### config.mk
export PLATFORM = sky130hd
export DESIGN_NAME = bx_hit_tagger
export DESIGN_NICKNAME = d
export VERILOG_FILES = /design/src/rtl/bx_hit_tagger.sv
export SDC_FILE = /design/constraint.sdc
export NUM_CORES = 1
export LEC_CHECK = 0
export ABC_AREA = 1
export BUFFER_PORTS_ARGS = -buffer_cell sky130_fd_sc_hd__buf_4
export CAP_MARGIN = 40
export CORE_MARGIN = 5
export CORE_UTILIZATION = 27
export DETAILED_ROUTE_END_ITERATION = 16
export REMOVE_ABC_BUFFERS = 1
export SYNTH_ARGS = -nofsm -noshare
export SYNTH_HDL_FRONTEND = slang
export SYNTH_SLANG_ARGS = --single-unit
### constraint.sdc
create_clock -name clk -period 3 [get_ports clk]
set_input_delay 0.15 -clock clk [delete_from_list [all_inputs] [get_ports clk]]
set_output_delay 0.15 -clock clk [all_outputs]
set_load 0.03 [all_outputs]
### src/rtl/bx_hit_tagger.sv
// Bunch-crossing / orbit counters plus a small hit queue that stamps each hit
// with its BX and orbit and streams 32-bit records into a downstream buffer.
module bx_hit_tagger #(
    parameter int BX_MAX      = 3563,
    parameter int QUEUE_DEPTH = 4,
    parameter int QUEUE_AW    = 2,
    parameter int DATA_WIDTH  = 32
) (
    input  logic                  clk,
    input  logic                  rst,
    input  logic                  bc0,
    input  logic                  hit_valid,
    input  logic [7:0]            hit_ch,
    input  logic                  full,
    output logic                  write_enable,
    output logic [DATA_WIDTH-1:0] data_out,
    output logic [11:0]           bx_count,
    output logic [15:0]           orbit_count,
    output logic [15:0]           drop_count,
    output logic                  bx_err
);

    localparam logic [11:0]         BX_LAST = 12'(BX_MAX);
    localparam logic [QUEUE_AW:0]   Q_FULL  = (QUEUE_AW+1)'(QUEUE_DEPTH);
    localparam logic [QUEUE_AW:0]   Q_ONE   = (QUEUE_AW+1)'(1);

    logic [11:0]           bx_q, bx_d;
    logic [15:0]           orbit_q, orbit_d;
    logic [15:0]           drop_q, drop_d;
    logic                  bx_err_q, bx_err_d;
    logic                  first_bc0_q, first_bc0_d;
    logic                  ovf_q, ovf_d;
    logic [QUEUE_AW-1:0]   wr_ptr_q, wr_ptr_d;
    logic [QUEUE_AW-1:0]   rd_ptr_q, rd_ptr_d;
    logic [QUEUE_AW:0]     cnt_q, cnt_d;
    logic                  we_q, we_d;
    logic [DATA_WIDTH-1:0] data_q, data_d;

    logic [DATA_WIDTH-1:0] mem_q [QUEUE_DEPTH];

    logic                  q_empty, q_full, pop, push, drop;
    logic [DATA_WIDTH-1:0] record;

    assign q_empty = (cnt_q == '0);
    assign q_full  = (cnt_q == Q_FULL);
    assign pop     = !q_empty && !full;
    // A pop frees a slot this very edge, so a full queue can still accept.
    assign push    = hit_valid && (!q_full || pop);
    assign drop    = hit_valid && !push;
    assign record  = {orbit_q[7:0], bx_q, hit_ch, bx_err_q, ovf_q, 2'b00};

    always_comb begin
        bx_d        = bx_q + 12'd1;
        orbit_d     = orbit_q;
        bx_err_d    = bx_err_q;
        first_bc0_d = first_bc0_q;
        if (bc0 || bx_q == BX_LAST) begin
            bx_d    = '0;
            orbit_d = orbit_q + 16'd1;
        end
        if (bc0) begin
            first_bc0_d = 1'b0;
            // The very first marker only aligns the counter; it cannot be misaligned.
            if (!first_bc0_q) begin
                bx_err_d = (bx_q != BX_LAST);
            end
        end
    end

    always_comb begin
        drop_d   = drop_q;
        ovf_d    = ovf_q;
        wr_ptr_d = wr_ptr_q;
        rd_ptr_d = rd_ptr_q;
        cnt_d    = cnt_q;
        data_d   = data_q;
        we_d     = pop;
        if (drop) begin
            ovf_d = 1'b1;
            if (drop_q != 16'hFFFF) begin
                drop_d = drop_q + 16'd1;
            end
        end else if (push) begin
            ovf_d = 1'b0;
        end
        if (push) begin
            wr_ptr_d = wr_ptr_q + 1'b1;
        end
        if (pop) begin
            rd_ptr_d = rd_ptr_q + 1'b1;
            data_d   = mem_q[rd_ptr_q];
        end
        case ({push, pop})
            2'b10:   cnt_d = cnt_q + Q_ONE;
            2'b01:   cnt_d = cnt_q - Q_ONE;
            default: cnt_d = cnt_q;
        endcase
    end

    always_ff @(posedge clk or negedge rst) begin
        if (!rst) begin
            bx_q        <= '0;
            orbit_q     <= '0;
            drop_q      <= '0;
            bx_err_q    <= 1'b0;
            first_bc0_q <= 1'b1;
            ovf_q       <= 1'b0;
            wr_ptr_q    <= '0;
            rd_ptr_q    <= '0;
            cnt_q       <= '0;
            we_q        <= 1'b0;
            data_q      <= '0;
        end else begin
            bx_q        <= bx_d;
            orbit_q     <= orbit_d;
            drop_q      <= drop_d;
            bx_err_q    <= bx_err_d;
            first_bc0_q <= first_bc0_d;
            ovf_q       <= ovf_d;
            wr_ptr_q    <= wr_ptr_d;
            rd_ptr_q    <= rd_ptr_d;
            cnt_q       <= cnt_d;
            we_q        <= we_d;
            data_q      <= data_d;
        end
    end

    // Storage carries no reset; the pointers and count define which entries are live.
    always_ff @(posedge clk) begin
        if (rst && push) begin
            mem_q[wr_ptr_q] <= record;
        end
    end

    assign write_enable = we_q;
    assign data_out     = data_q;
    assign bx_count     = bx_q;
    assign orbit_count  = orbit_q;
    assign drop_count   = drop_q;
    assign bx_err       = bx_err_q;

endmodule

* Word-level counts from Yosys, hierarchy flattened
Memories as Yosys holds them, arrays and structs flattened. A register that Yosys moved wholly into a read port is not among the register bits.
Cells that the tools add are included.
** Storage, ports and cells
- Register bits after elaboration :: 87
- Bits in writable memories :: 120
- Input bits :: 13
- Output and inout port bits :: 78
- Logic and storage cells :: 48
- Memories :: 1
** Memory list
- mem_q :: words 4, bits a word 30, rd ports 1, clocked after Yosys merged registers in 1, wr ports 1, line 39 : logic [DATA_WIDTH-1:0] mem_q [QUEUE_DEPTH];
** Operators by class
- Add/subtract/negate cells :: 7
- Equal/unequal tests :: 6
- Mux-type cells :: 6
- Bitwise gates (word level) :: 1
- Reduce and logical (&&, ||, !) cells :: 16
** Operator list (count)
- adder 16 x 1 -> 16 bit, second input constant :: 2
- != test 16 bit, second input constant :: 1
- adder 12 x 1 -> 12 bit, second input constant :: 1
- equality test 12 bit, second input constant :: 1
- two-way mux 12 bit :: 1
- != test 12 bit, second input constant :: 1
- case mux 3 bit (2 select lines) :: 1
- zero test 1 bit :: 5
- adder 2 x 1 -> 2 bit, second input constant :: 2
- logical AND 1 bit :: 4
- two-way mux 1 bit :: 4
- AND reduction 2 bit :: 2
- nonzero test 2 bit :: 2
- adder 3 x 1 -> 3 bit, second input constant :: 1
- equality test 3 bit, second input constant :: 1
- zero test 3 bit :: 1
- subtractor 3 x 1 -> 3 bit, second input constant :: 1
- equality test 2 x 1 -> 1 bit, second input constant :: 1
- equality test 2 bit, second input constant :: 1
- logical OR 1 bit :: 2
- NOT 1 bit :: 1

* Longest topological paths before layout
- Depth after elaboration :: 8
- Mapped depth :: 11
- Depth with buffers taken out :: 11

* Worst setup path before layout
OpenSTA, ideal clock, no wires.
- Path type :: reg-to-reg
- Start :: register cnt_q[2]
- End :: memory mem_q[0][0] (netlist bit) (enable)
- Library setup time :: 417 ps
- Data arrival time :: 2091 ps
- Data required time :: 2583 ps
- Setup slack :: 492 ps
- Cell stages (with the launch flop) :: 8
- Path buffers :: 0
- Period minus slack after synthesis :: 2508 ps
- Cells stage by stage :: dfrtp_1 > nand2_1 > inv_1 > nand2_1 > nand2_1 > inv_1 > nand2_1 > nor2_1
** Between the ends
- Cells in the longest elaborated chain, start to end :: 8
- Elaborated cells on any way between the ends :: 10
** RTL lines
- start, declared :: line 35 : logic [QUEUE_AW:0] cnt_q, cnt_d;
- start signal, assigned :: line 122 : cnt_q <= cnt_d;
- zero test 3 bit :: line 44 : assign q_empty = (cnt_q == '0);
- zero test 1 bit :: line 46 : assign pop = !q_empty && !full;
- logical AND 1 bit :: line 46
- logical OR 1 bit (*) :: line 48 : assign push = hit_valid && (!q_full || pop);
- logical AND 1 bit (*) :: line 48
- logical AND 1 bit (*) :: line 130 : if (rst && push) begin
- two-way mux 1 bit (*) :: line 130
- two-way mux 1 bit (not written as such) (*) :: line 131 : mem_q[wr_ptr_q] <= record;
- end, declared :: line 39
Every way passes the cells marked *; elsewhere a longest branch is shown, timed or not.

* Worst setup path in the final report
- Start :: register cnt_q[2]
- End :: memory mem_q[1][20] (netlist bit) (enable)
Same word-level chain as after synthesis.

==> results.cfg <==
[placement]
place_congestion = 0.822
pre_cts_ws_ns = 0.999
place_area_sq_um = 9930
numPortBuffers = 88
place_hpwl_mm = 13.3

[grt]
grt_max_degree = 62
gr-total-overflow = 0
grt_pass1_wl_mm = 33.4
antenna_found_initial = 0
grt_pass1_vias = 6213
grtUsageTotal_pct = 11.4

[final_layout]
final_nets = 998
drive_gt1_share_pct = 15.5
stdcell_area_sq_um = 10800
final_core_util_pct = 34.0
multi_input_area_sq_um = 2650
num-fill-cells = 3173
layout_commonest_cell = nor2_1
final_cell_mix = 209 x nor2_1, 169 x nand2_1, 120 x edfxtp_1, 100 x buf_4, 83 x dfrtp_1
area_growth_pct = 23.4
diodes = 0
regArea_sq_um = 5730

[timing]
setup_viol = 0
fin_worst_skew_ns = 0.00792
finalHoldViolations = 0
timing.fmax_mhz = 500
slew_violations = 0
rsz0062_at_grt = no
layout_min_cycle_time_ns = 2.00
hold_ws_ns = 0.106
finalCritPeriodShare_pct = 66.7
relSlewSlack_pct = 56.0
worst_pin_slew_ns = 0.661
setup_slack_ns = 0.999
tns_ns = 0

[outcome]
outcome = finished clean

[yosys]
netlist_area_sq_um = 8730
synth_top_area_cell = edfxtp_1
avgSynthCellArea_sq_um = 10.0
synth_top_family_by_area = simple AND/OR/NAND/NOR gates
seq_area_frac_synth_pct = 65.7
synth_xor_area_share_pct = 1.81
synth_compound_area_share_pct = 6.75
synthSimpleGateAreaFrac_pct = 20.2
ys_types = 29
yosys-top-cells-area = edfxtp_1 41%, dfrtp_1 24%, nor2_1 9.2%, nand2_1 7.3%, o21ai_0 4.0%
synth_adder_area_share_pct = 1.23
ys_warn_count = 0
synth_mux_area_share_pct = 0
yosysTopAreaCellShare_pct = 41.3
ys_seq_elements = 205
netlist_instances = 871

[clocking]
cts_tree = done
clk_latency_ns = 0.52
root_buffer = clkbuf_16
numCtsBuffers = 23
clk_transition_reported_paths_ns = 0.06
clock_path_buffers = 3
cts_setup_buffers = 0
h-tree-depth = 1
numClockSinks = 205

[worst_setup_path]
cp-end-kind = flop
r2r_slack_ns = 1.0
worst-endpoint-required_ns = 3.15
crit_arrival_ns = 2.15
path_class = flop to flop
startpoint_type = flop
path_max_fanout = 30

[route]
drc_errors = 0
via_per_inst = 4.45
routed-via-count = 6217
drt_pre_antenna_iters = 4
totalWireLength_mm = 21.0
wl_per_cell_microns = 15.1
drtAntennaViolNets = 0
first_iter_violations = 399

[floorplanning]
ios = 91
dieArea_sq_um = 36000
initial_core_util_pct = 27.5
die_height_microns = 190
coreArea_sq_um = 31700
rows = 65
die_w_microns = 190

[power_and_ir_drop]
total_leakage_power_uw = 0.00436
power.density_nw_per_um2 = 872
vdd_drop_max_v = 0.000513

[job]
drv_cap = 0

[worst_hold_path]
hold_path.class = input port to async pin
-- kinds of logic after synthesis --
kind of cell,Yosys count
xor+xnor,18
simple gates,440
other cells,1
buf+inv,91
fa+ha+maj,8
compound gates,108
flops,205
-- synthesized netlist by cell type --
| master | count |
|---|---|
| fa_1 | 1 |
| a31oi_1 | 30 |
| a21oi_1 | 3 |
| o21ai_0 | 69 |
| o21ai_4 | 1 |
| nor3_1 | 5 |
| nand2_4 | 1 |
| dfrtp_1 | 84 |
| dfstp_2 | 1 |
| conb_1 | 1 |
| ha_1 | 7 |
| o21ai_1 | 5 |
| buf_2 | 9 |
| nand4_1 | 11 |
| edfxtp_1 | 120 |
| nand3_1 | 36 |
| nand2_1 | 169 |
| xnor2_1 | 10 |
| inv_2 | 3 |
| xor2_1 | 8 |
| buf_6 | 2 |
| nor2_4 | 2 |
| inv_1 | 52 |
| clkbuf_1 | 20 |
| inv_4 | 1 |
| buf_1 | 2 |
| nand2_2 | 3 |
| nor2_1 | 213 |
| buf_4 | 2 |
-- through the flow --
stage                     power (uW)  std cells
after floorplan                 5570        837
after global placement          6660       1339
after detailed placement        6780       1343
after CTS                       9550       1396
after global routing            9980       1396
final                           9390       1396
-- critical path: stages, from the launching register on --
cell     delay [ns]
dfrtp_1        0.39
nand2_1        0.07
inv_1          0.04
nand2_1        0.09
nand2_1        0.10
inv_1          0.11
nand2_1        0.23
nor2_4         0.14
buf_4          0.45
-- metal layers --
layer / wire length, microns / GRT usage [%]
met5: 0 / 0
met4: 425 / 3.01
met3: 1440 / 3.23
met2: 9590 / 18.7
met1: 9570 / 15.0
-- report_power, final --
part | internal (uW) | leakage, uW | switching [uW] | total [uW]
clock network | 1560 | 0.000354 | 1170 | 2730
registers | 3500 | 0.00219 | 327 | 3830
logic | 960 | 0.00182 | 1880 | 2840
total | 6020 | 0.00436 | 3370 | 9390
-- final cells by class --
cell class | count | share of cell area (%)
multi-input combinational | 576 | 24.6
tap | 402 | 4.67
sequential | 205 | 53.2
clock buffer | 32 | 5.75
timing repair buffer | 115 | 8.76
inverter | 56 | 1.97
clock inverter | 10 | 0.999
-- what timing repair did --
action                                  CTS  global route
hold endpoints to repair                 62             0
hold buffers                             11             0
resized for setup                         0             0
endpoints found under the setup margin    0             0
-- state kept, by name, summed over array words and instances, names as in the netlist --
name,count
mem_q,120
data_out,30
drop_count,16
orbit_count,16
bx_count,12
cnt_q,3
rd_ptr_q,2
wr_ptr_q,2
bx_err,1
first_bc0_q,1
ovf_q,1
write_enable,1
-- path summary, 6_finish.rpt --
path	startpoint	to	cells after the start
worst max-delay path	cnt_q[2]	mem_q[1][20]	8
worst min-delay path	rst	drop_count[6]	2
worst max register to register	cnt_q[2]	mem_q[1][20]	8
worst min register to register	first_bc0_q	first_bc0_q	2
max in group asynchronous	rst	first_bc0_q	4
min in group clk	full	wr_ptr_q[0]	6
No activity file was read; power rests on OpenSTA's default activity.
